$ cat src/rtl/buscaminas_pkg.sv
// Shared Buscaminas types and board defaults.
package buscaminas_pkg;

  localparam int unsigned DEFAULT_BOARD_W   = 8;
  localparam int unsigned DEFAULT_BOARD_H   = 8;
  localparam int unsigned DEFAULT_MAX_FLAGS = 10;

  typedef enum logic [1:0] {IDLE, CHECK, APPLY, HOLD} flag_state_t;

  // Row-major cell index; board width defaults to the standard board.
  function automatic int unsigned cell_idx(input logic [3:0] x, input logic [3:0] y,
                                           input int unsigned w = DEFAULT_BOARD_W);
    return 32'(y) * w + 32'(x);
  endfunction

endpackage

$ cat src/rtl/sync_edge.sv
// Two-stage synchronizer for a slow switch, plus a registered one-cycle rising-edge pulse.
module sync_edge (
  input  logic clk,
  input  logic reset,
  input  logic din,
  output logic level,
  output logic rise
);

  logic meta_q, sync_q, rise_q;

  always_ff @(posedge clk or posedge reset) begin
    if (reset) begin
      meta_q <= 1'b0;
      sync_q <= 1'b0;
      rise_q <= 1'b0;
    end else begin
      meta_q <= din;
      sync_q <= meta_q;
      // Pulse lines up with the cycle in which sync_q first reads 1.
      rise_q <= meta_q & ~sync_q;
    end
  end

  assign level = sync_q;
  assign rise  = rise_q;

endmodule

$ cat src/rtl/flag_board.sv
// Authoritative flag map and flag count for the Buscaminas board, one toggle per switch press.
// Define FLAG_AUTOCLEAR_EN to drop flags automatically from cells once they are revealed.
module flag_board
  import buscaminas_pkg::*;
#(
  parameter int unsigned BOARD_W   = DEFAULT_BOARD_W,
  parameter int unsigned BOARD_H   = DEFAULT_BOARD_H,
  parameter int unsigned MAX_FLAGS = DEFAULT_MAX_FLAGS
) (
  input  logic                             clk,
  input  logic                             reset,
  input  logic [3:0]                       casilla_x,
  input  logic [3:0]                       casilla_y,
  input  logic                             flag_req,
  input  logic                             clear_all,
  input  logic [BOARD_W*BOARD_H-1:0]       revealed,
  input  logic [3:0]                       rd_x,
  input  logic [3:0]                       rd_y,
  output logic                             rd_flag,
  output logic [BOARD_W*BOARD_H-1:0]       flags,
  output logic [$clog2(MAX_FLAGS+1)-1:0]   flag_count,
  output logic                             done,
  output logic                             reject
);

  localparam int unsigned NCELLS = BOARD_W * BOARD_H;
  localparam int unsigned IDX_W  = (NCELLS > 1) ? $clog2(NCELLS) : 1;
  localparam int unsigned CNT_W  = $clog2(MAX_FLAGS + 1);

  flag_state_t       state_q, state_d;
  logic [3:0]        cx_q, cx_d, cy_q, cy_d;
  logic [IDX_W-1:0]  idx_q, idx_d;
  logic              bad_q, bad_d;
  logic [NCELLS-1:0] flags_q, flags_d;
  logic [CNT_W-1:0]  count_q, count_d;
  logic              done_q, done_d, reject_q, reject_d;

  logic              req_level, req_rise;
  logic              chk_in_range, rd_in_range;
  logic [IDX_W-1:0]  chk_idx, rd_idx;
`ifdef FLAG_AUTOCLEAR_EN
  logic [NCELLS-1:0] ac_mask;
`endif

  sync_edge u_req_sync (
    .clk   (clk),
    .reset (reset),
    .din   (flag_req),
    .level (req_level),
    .rise  (req_rise)
  );

  assign chk_in_range = (32'(cx_q) < BOARD_W) && (32'(cy_q) < BOARD_H);
  assign chk_idx      = IDX_W'(cell_idx(cx_q, cy_q, BOARD_W));
  assign rd_in_range  = (32'(rd_x) < BOARD_W) && (32'(rd_y) < BOARD_H);
  assign rd_idx       = IDX_W'(cell_idx(rd_x, rd_y, BOARD_W));

  always_comb begin
    state_d  = state_q;
    cx_d     = cx_q;
    cy_d     = cy_q;
    idx_d    = idx_q;
    bad_d    = bad_q;
    flags_d  = flags_q;
    count_d  = count_q;
    done_d   = 1'b0;
    reject_d = 1'b0;

    case (state_q)
      IDLE: begin
        if (req_rise) begin
          cx_d    = casilla_x;
          cy_d    = casilla_y;
          state_d = CHECK;
        end
      end
      CHECK: begin
        idx_d   = chk_idx;
        bad_d   = !chk_in_range || revealed[chk_idx];
        state_d = APPLY;
      end
      APPLY: begin
        if (bad_q) begin
          reject_d = 1'b1;
        end else if (flags_q[idx_q]) begin
          flags_d[idx_q] = 1'b0;
          count_d        = count_q - CNT_W'(1);
          done_d         = 1'b1;
        end else if (count_q < CNT_W'(MAX_FLAGS)) begin
          flags_d[idx_q] = 1'b1;
          count_d        = count_q + CNT_W'(1);
          done_d         = 1'b1;
        end else begin
          reject_d = 1'b1;
        end
        state_d = HOLD;
      end
      HOLD: begin
        if (!req_level) state_d = IDLE;
      end
      default: state_d = IDLE;
    endcase

`ifdef FLAG_AUTOCLEAR_EN
    // Applied after the toggle so a cell is never counted out twice in one cycle.
    ac_mask = flags_d & revealed;
    flags_d = flags_d & ~revealed;
    count_d = count_d - CNT_W'($countones(ac_mask));
`endif

    if (clear_all) begin
      flags_d  = '0;
      count_d  = '0;
      state_d  = IDLE;
      done_d   = 1'b0;
      reject_d = 1'b0;
    end
  end

  always_ff @(posedge clk or posedge reset) begin
    if (reset) begin
      state_q  <= IDLE;
      cx_q     <= '0;
      cy_q     <= '0;
      idx_q    <= '0;
      bad_q    <= 1'b0;
      flags_q  <= '0;
      count_q  <= '0;
      done_q   <= 1'b0;
      reject_q <= 1'b0;
    end else begin
      state_q  <= state_d;
      cx_q     <= cx_d;
      cy_q     <= cy_d;
      idx_q    <= idx_d;
      bad_q    <= bad_d;
      flags_q  <= flags_d;
      count_q  <= count_d;
      done_q   <= done_d;
      reject_q <= reject_d;
    end
  end

  assign rd_flag    = !reset && rd_in_range && flags_q[rd_idx];
  assign flags      = flags_q;
  assign flag_count = count_q;
  assign done       = done_q;
  assign reject     = reject_q;

endmodule

$ cat config.mk
export PLATFORM = sky130hd
export DESIGN_NAME = flag_board
export DESIGN_NICKNAME = d
export VERILOG_FILES = /design/src/rtl/buscaminas_pkg.sv /design/src/rtl/sync_edge.sv /design/src/rtl/flag_board.sv
export SDC_FILE = /design/constraint.sdc
export NUM_CORES = 1
export LEC_CHECK = 0
export ABC_AREA = 0
export CAP_MARGIN = 20
export CORE_ASPECT_RATIO = 1.75
export CORE_UTILIZATION = 44
export CTS_CLUSTER_DIAMETER = 80
export DETAILED_ROUTE_END_ITERATION = 7
export PLACE_DENSITY_LB_ADDON = 0.1
export SLEW_MARGIN = 25
export SYNTH_ARGS = -nofsm -noshare
export SYNTH_HDL_FRONTEND = slang
export SYNTH_SLANG_ARGS = --single-unit
$ cat constraint.sdc
create_clock -name clk -period 3.5 [get_ports clk]
set_clock_uncertainty 0.05 [all_clocks]
set_input_delay 0.7 -clock clk [delete_from_list [all_inputs] [get_ports clk]]
set_output_delay 0.7 -clock clk [all_outputs]
set_load 0.02 [all_outputs]
* Word level (Yosys, flattened, before mapping)
Cells that the tools add are included.
Operators by class: add/subtract/negate cells 4, $lt $le $gt $ge 9, divide/modulo/power cells 0, bitwise operators 5, multipliers 0, equal/unequal tests 6, shift operators 0, reductions and logical operators 14, muxes and demuxes 32
Operators by type and width (number):
- $mux 64 | 5
- $and 64x64->64 | 1
- $not 64->64 | 1
- $or 64x64->64 | 1
- $lt 6x7->1 const B | 3
- $lt 4x4->1 const B | 5
- $mux 4 | 5
- $bmux 1 s6 | 3
- $mux 1 | 14
- $add 6x4->6 | 2
- $pmux 2 s4 | 1
- $demux 1 s6 | 1
- $ge 6x1->1 const B | 1
- $mux 2 | 3
- $logic_and 1x1->1 | 5
- $add 4x1->4 const B | 1
- $eq 2x2->1 const B | 2
- $reduce_and 2->1 | 2
- $sub 4x1->4 const B | 1
- $ne 3x2->1 const B | 1
- $ne 3x3->1 const B | 1
- $reduce_and 3->1 | 1
- $reduce_bool 3->1 | 1
- $eq 2x1->1 const B | 1
- other kinds (7) | 8
Word-level totals: bits of input ports 84, memories 0, bits in writable memories 0, ROM bits 0, word-level logic and storage cells 82, register bits 90, output and inout bits 71, latch bits 0

* Logic depth before layout (Yosys ltp)
Gate-level depths: netlist (run 1).
depth in word-level cells 10, depth in mapped cells 13, depth with buffers taken out 11

* Hierarchy
A second synthesis (run 1) with hierarchy kept.
Second synthesis, totals: cells, all modules 664, area total of the unflattened synthesis 6478.7 um2
By module, submodules not included:
- flag_board | times used 1, sequential area each 2177.1 um2, area an instance 6386.1 um2, cells an instance 659
- sync_edge | times used 1, sequential area each 75.1 um2, area an instance 92.6 um2, cells an instance 5

* Worst setup path before layout (run 1)
OpenSTA, ideal clock, no wires.
kind input -> output, start point in rd_x[0], end point out rd_flag, data arrival time 2.853 ns, path slack -0.103 ns, buffers on the path 2, stages 6, cells stage by stage buf_2 -> buf_2 -> mux4_2 -> mux4_2 -> mux4_2 -> nor4b_1
Between the ends: longest elaborated chain between the ends 4, elaborated cells between the ends (all ways) 7
Ends and longest elaborated chain:
- start: declaration | RTL line flag_board.sv:17 | input logic [3:0] rd_x,
- $add 6x4->6 or $lt 4x4->1 (tied branches) | RTL line buscaminas_pkg.sv:13, flag_board.sv:55
- $bmux 1 s6 or $logic_and 1x1->1 (tied branches) | RTL line flag_board.sv:144, flag_board.sv:55
- $mux 1 (not written as such) or $logic_and 1x1->1 (tied branches) | RTL line flag_board.sv:144 | assign rd_flag = !reset && rd_in_range && flags_q[rd_idx];
- $logic_and 1x1->1 (*) | RTL line flag_board.sv:144
- end: declaration | RTL line flag_board.sv:19 | output logic rd_flag,
Mark *: on every way between the ends. The rest lies on a longest branch, timed or not. The select of a mux whose other input is x is not followed.

* Worst setup path in the final report (run 1)
start point in rd_x[1], end point out rd_flag
Same word-level chain as after synthesis.

==> results of run 1 <==
## kinds of logic (layout without fill, tap and decap cells)
| family | Yosys count | after routing | synth area share, % |
|---|---|---|---|
| buffers and inverters | 57 | 240 | 4.55 |
| flip-flops | 90 | 90 | 39.5 |
| adder cells (fa/ha/maj) | 11 | 11 | 2.55 |
| multiplexers | 73 | 73 | 22.7 |
| AO/OA/AOI/OAI | 150 | 150 | 18.3 |
| AND/OR/NAND/NOR | 129 | 129 | 11.8 |
| XOR/XNOR | 4 | 4 | 0.615 |
## metrics by stage
step	setup WS [ns]	TNS, ns
6_report	0.0347	0
3_3_place_gp	-0.774	-0.774
4_1_cts	0.00113	0
2_1_floorplan	0.0361	0
3_5_place_dp	-0.802	-0.802
5_1_grt	0.00490	0
## what timing repair did
item	in CTS	in global routing
resized for setup	18	8
pin swaps	0	1
gates cloned	1	0
setup buffers	0	2
setup endpoints to repair	2	11
## cell type report
cell class              count  area (um^2)  share of cell area (%)
multi-input cells         367         3210                    39.7
flip-flops and latches     90         2250                    27.9
repair buffers            217         2090                    25.9
clock buffers              12          236                    2.92
well taps                 168          210                    2.60
clock inverters             4         52.6                   0.650
inverters                   7         27.5                   0.340
## layout by cell type, fill, tap and decap left out, types with 3 or more instances in the layout
master	count
ha_1	10
o31ai_1	3
a22oi_1	7
nand3_1	3
a211oi_1	3
o21ai_0	6
o22ai_1	26
inv_1	5
nand2_1	42
o21ai_1	38
and3b_1	5
a31oi_1	4
buf_4	58
nand2b_2	4
o311ai_0	35
nand3b_1	5
nor3_1	28
a21oi_1	6
clkinvlp_4	3
a221oi_1	4
buf_12	4
nor2b_1	7
nor2_1	15
clkbuf_1	3
and3_1	3
mux4_2	43
clkbuf_16	9
a21o_1	4
mux2i_1	12
clkdlybuf4s50_1	151
dfrtp_1	89
mux2_2	18
## how the worst max path moves through the flow
stage | to | slack, ns | cells after the start | startpoint
6_report | rd_flag | 0.03 | 6 | rd_x[1]
5_1_grt | rd_flag | 0.005 | 6 | rd_x[1]
4_1_cts | rd_flag | 0.001 | 7 | rd_x[0]
3_5_place_dp | rd_flag | -0.80 | 7 | rd_x[0]
3_3_place_gp | rd_flag | -0.77 | 7 | rd_x[0]
2_1_floorplan | rd_flag | 0.04 | 6 | rd_x[0]
## critical path, cell delays in order
cell             delay [ns]
clkdlybuf4s18_2        0.26
mux4_2                 0.51
mux4_2                 0.48
mux4_2                 0.46
nor4b_4                0.14
buf_4                  0.15
## state kept, by name (all words and copies together) (netlist names)
signal	count
cx_q	4
bad_q	1
state_q	2
u_req_sync.meta_q	1
u_req_sync.level	1
cy_q	4
u_req_sync.rise	1
done	1
reject	1
flags	64
idx_q	6
flag_count	4
## power groups by stage
stage	registers, mW	logic, mW	clock network [mW]
after floorplan	1.22	1.36	0
after global placement	1.40	1.76	0
after detailed placement	1.41	1.79	0
after CTS	1.39	1.80	0.981
after global routing	1.42	1.97	1.02
final	1.39	1.86	0.971
## metal layers
metal  routed length (um)  vias to the layer above  track usage [%]
met5                    0                        -                0
met4                 1640                        0             24.1
met3                 1320                      100             5.96
met2                10700                      324             54.5
met1                 6620                     2699             34.2
li1                     -                     2393                -
==> results_dict.tcl, run 1 <==
set metrics [dict create \
    outcome "completed" \
    route.vias.total 5516 \
    drt_iter0_markers 602 \
    setup_viol 0 \
    arrival_ns 2.72 \
    fin_area_um2 8090 \
    die_h_um 153 \
    nNetsFinal 787 \
    dp_hpwl_um 14900 \
    synthesis.instances 514 \
    avgViaCountPerCell 6.38 \
    yosys.area.top_type_share_pct 39.5 \
    rr_worst_depth 12 \
    grt_max_degree 64 \
    cts_tree "yes" \
    grt_overflow_total 0 \
    critPathMaxFanout 3 \
    crit_path_start_kind "input port" \
    syn_nets 609 \
    dpl_cell_area_um2 7720 \
    fin_crit_sh_pct 99.0 \
    grt_pass1_vias 5744 \
    ys_ff_latch 90 \
    dieArea_um2 13400 \
    antenna_found_initial 0 \
    clkSinkCount 90 \
    max_slew_margin_pct 40.9 \
    initial_utilization_pct 45.3 \
    synth_cell_types 59 \
    rrSetupSlack_ns 0.26 \
    worst_pin_slew_ns 0.886 \
    hold_slack_ns 0.326 \
    gp_congestion 0.911 \
    netSwitchingFraction_pct 39.9 \
    hp-class "reg -> reg" \
    ys_top_cells_by_area "dfrtp_1 40%, mux4_2 17%, o311ai_0 5.4%" \
    rsz0062_at_grt "no" \
    drive_above_1_share_pct 23.0 \
    cap_violations 0 \
    power_density_nw_per_um2 521 \
    ir_drop_uv 430 \
    clk_latency_ns 0.35 \
    cts_buffer_depth 2 \
    core_area_um2 12600 \
    cts-root-buf "clkbuf_16" \
    instances_no_fill 865 \
    total_leakage_power_nw 3.19 \
    p_total_mw 4.21 \
    worstPathRequired_ns 2.75 \
    r2r_start "idx_q[0]$_DFFE_PP0N_" \
    timing.rr.end "flag_count[3]$_DFFE_PP0P_" \
    ys.flop_type "dfrtp_1" \
    wl_per_cell_um 23.4 \
    synth_commonest_cells "90 x dfrtp_1, 43 x mux4_2, 42 x nand2_1, 38 x o21ai_1, 35 x o311ai_0" \
    num_io_pins 155 \
    min_period_ns 3.47 \
    ys_async_sr_fraction_pct 100 \
    power_switching_mw 1.68 \
    p_comb_share_pct 44.0 \
    p_clk_share_pct 23.0 \
    drc 0 \
    crit_type "in -> out" \
    ys_warn_count 0 \
    grtUsageTotal_pct 32.1 \
    ant_nets 0 \
    slew_violations 0 \
    synth_seq_area_share_pct 39.5 \
    syn_area_per_cell_um2 11.1 \
    grt_pass1_wl_um 31800 \
    die_w_um 88.0 \
    synth.largest_area_cell "dfrtp_1" \
    yosysMostFrequentCell "dfrtp_1" \
    diodes 0 \
    fmaxAchievable_mhz 289 \
    ctsHoldBuffers 0 \
    final_util_pct 64.3 \
    num_rows 54 \
    netlist_area_um2 5700 \
    placed_cells 846 \
    hp-start "u_req_sync.meta_q$_DFF_PP0_" \
    hold_path_end "u_req_sync.level$_DFF_PP0_" \
    io_buffers 154 \
    wirelength_um 20300 \
    cts.reportedPaths.clkPinSlew_ns 0.06 \
    dr.pass1.iters 5 \
    area_growth_pct 42.0 \
    fillers 1060 \
    end_kind "primary output" \
    p_int_mw 2.53 \
    min_path_cells 0 \
    cts_made_buffers 9 \
    hold_violations 0 \
    seq_power_share_pct 32.9 \
    synth-edff-count 0 \
    htreeDepth 3 \
]
Power figures use the tool's default switching activity.
==> run 2: changes to the inputs <==
- GPL_TIMING_DRIVEN: default -> 0
==> run 2 against run 1 <==
The flow now finishes with violations (negative setup slack). Register-to-register slack improved by 0.02 ns. Critical path depth is 1 higher. Flip-flop and latch count unchanged. Global-route usage up 2.5 points. Critical path type unchanged.
==> results_dict.tcl, run 2 (synthesis results as in run 1) <==
set metrics [dict create \
    dieArea_um2 13400 \
    cts-root-buf "clkbuf_16" \
    setup_viol 1 \
    hp-start "u_req_sync.meta_q$_DFF_PP0_" \
    rr_worst_depth 12 \
    clkSinkCount 90 \
    grtUsageTotal_pct 34.5 \
    cp_cell_sequence "buf_16 -> buf_12 -> mux4_2 -> mux4_2 -> mux4_2 -> nor4b_4 -> buf_4" \
    drt_iter0_markers 468 \
    power_density_nw_per_um2 563 \
    arrival_ns 2.76 \
    dp_worst_setup_slack_ns -0.875 \
    fmaxAchievable_mhz 285 \
    largest_register_ffs 64 \
    wl_per_cell_um 25.6 \
    end_kind "primary output" \
    fin_area_um2 7950 \
    slowest_delay_ns 0.51 \
    layout_common_cells "149 x clkdlybuf4s50_1, 90 x dfrtp_1, 43 x mux4_2, 42 x nand2_1, 38 x o21ai_1" \
    p_total_mw 4.48 \
    dr.pass1.iters 5 \
    critPathMaxFanout 6 \
    cp-startpoint "rd_x[0]" \
    min_path_cells 0 \
    grt_pass1_vias 5925 \
    io_buffers 151 \
    final_common_cell "clkdlybuf4s50_1" \
    path_common_cell "mux4_2" \
    crit_slowest_cell "mux4_2" \
    violations "negative setup slack" \
    dp_hpwl_um 16300 \
    cts_made_buffers 9 \
    outcome "finished, violations left" \
    hold_path_end "u_req_sync.level$_DFF_PP0_" \
    num_io_pins 155 \
    total_leakage_power_nw 3.05 \
    nNetsFinal 780 \
    antenna_found_initial 0 \
    r2r_start "idx_q[1]$_DFFE_PP0N_" \
    slew_violations 0 \
    route.vias.total 5623 \
    grt_pass1_wl_um 33800 \
    cts_tree "yes" \
    initial_utilization_pct 45.3 \
    hp-class "reg -> reg" \
    cts_buffer_depth 2 \
    area_growth_pct 39.6 \
    drc 0 \
    avgViaCountPerCell 6.55 \
    min_period_ns 3.51 \
    cts.reportedPaths.clkPinSlew_ns 0.07 \
    timing.rr.end "flag_count[3]$_DFFE_PP0P_" \
    cap_violations 0 \
    dpl_cell_area_um2 7460 \
    hold_violations 0 \
    worstPathRequired_ns 2.75 \
    drive_above_1_share_pct 18.1 \
    ant_nets 0 \
    crit_type "in -> out" \
    grt_max_degree 64 \
    fin_crit_sh_pct 100 \
    crit_path_start_kind "input port" \
    gp_congestion 0.930 \
    wirelength_um 22000 \
    max_slew_margin_pct 43.9 \
    fillers 1064 \
    die_w_um 88.0 \
    core_area_um2 12600 \
    htreeDepth 3 \
    clk_latency_ns 0.36 \
    ir_drop_uv 394 \
    hold_slack_ns 0.336 \
    num_rows 54 \
    die_h_um 153 \
    setup-tns-final_ns -0.0122 \
    setup_slack_ns -0.0122 \
    grt_overflow_total 0 \
    rrSetupSlack_ns 0.28 \
    worst_pin_slew_ns 0.842 \
    rsz0062_at_grt "yes" \
    diodes 0 \
]
-- run 2: changes by cell type in the layout (fill, tap and decap cells not counted), sizes merged --
cell	previous run	this run
buf	65	29
bufinv	1	2
clkbuf	12	40
clkdlybuf4s18	1	0
clkdlybuf4s50	151	149
clkinv	2	1
clkinvlp	3	1
dlygate4sd2	0	1
inv	5	10
-- run 2: final cells by class --
type	instances	area (um^2)	area share, %
multi-input combinational	367	3210	40.4
inverter	7	31.3	0.393
tap	168	210	2.64
timing repair buffer	160	1630	20.5
sequential	90	2250	28.3
clock inverter	7	108	1.35
clock buffer	9	225	2.83
buffer	50	287	3.60
-- run 2: critical path, delay by kind of cell --
family	cells	cell delay, ns
buffers and inverters	3	0.41
muxes	3	1.49
and+or+nand+nor	1	0.14
-- run 2: power by group --
group	switching [mW]	internal (mW)
Clock	0.462	0.641
Combinational	1.31	0.846
Sequential	0.0768	1.14
Total	1.85	2.63
-- run 2: layer usage --
| layer | up-vias | GRT usage [%] | share of wire [%] |
|---|---|---|---|
| met3 | 98 | 6.28 | 6.5 |
| met1 | 2789 | 37.6 | 34 |
| met5 | - | 0 | 0 |
| li1 | 2382 | - | - |
| met2 | 354 | 60.3 | 53 |
| met4 | 0 | 20.9 | 6.9 |
-- run 2: worst max path at each step --
stage                                      to  slack, ns
global route                          rd_flag      -0.04
global placement    flag_count[0]$_DFFE_PP0P_      -1.08
floorplan                             rd_flag       0.04
finish                                rd_flag      -0.01
detailed placement                    rd_flag      -0.88
CTS                                   rd_flag       0.01
-- run 2: stage by stage --
stage | util, % | cells
after floorplan | - | 514
final | 63.3 | 858
after CTS | 62.7 | 853
after global placement | 59.1 | 833
after detailed placement | 59.3 | 834
after global routing | 63.3 | 858
-- run 2: what timing repair did --
item                       in CTS  in global routing
setup endpoints to repair       1                 47
hold buffers                    0                  0
buffers inserted                2                  5
cloned                          1                  0
pin swaps                       0                  1
hold endpoints to repair        0                  0
gates resized for setup        19                  7
==> run 3: changes to the inputs <==
- SLEW_MARGIN: 25 -> 20
==> results of run 3 <==
Final layout, timing and power as in run 2 (identical DEF).
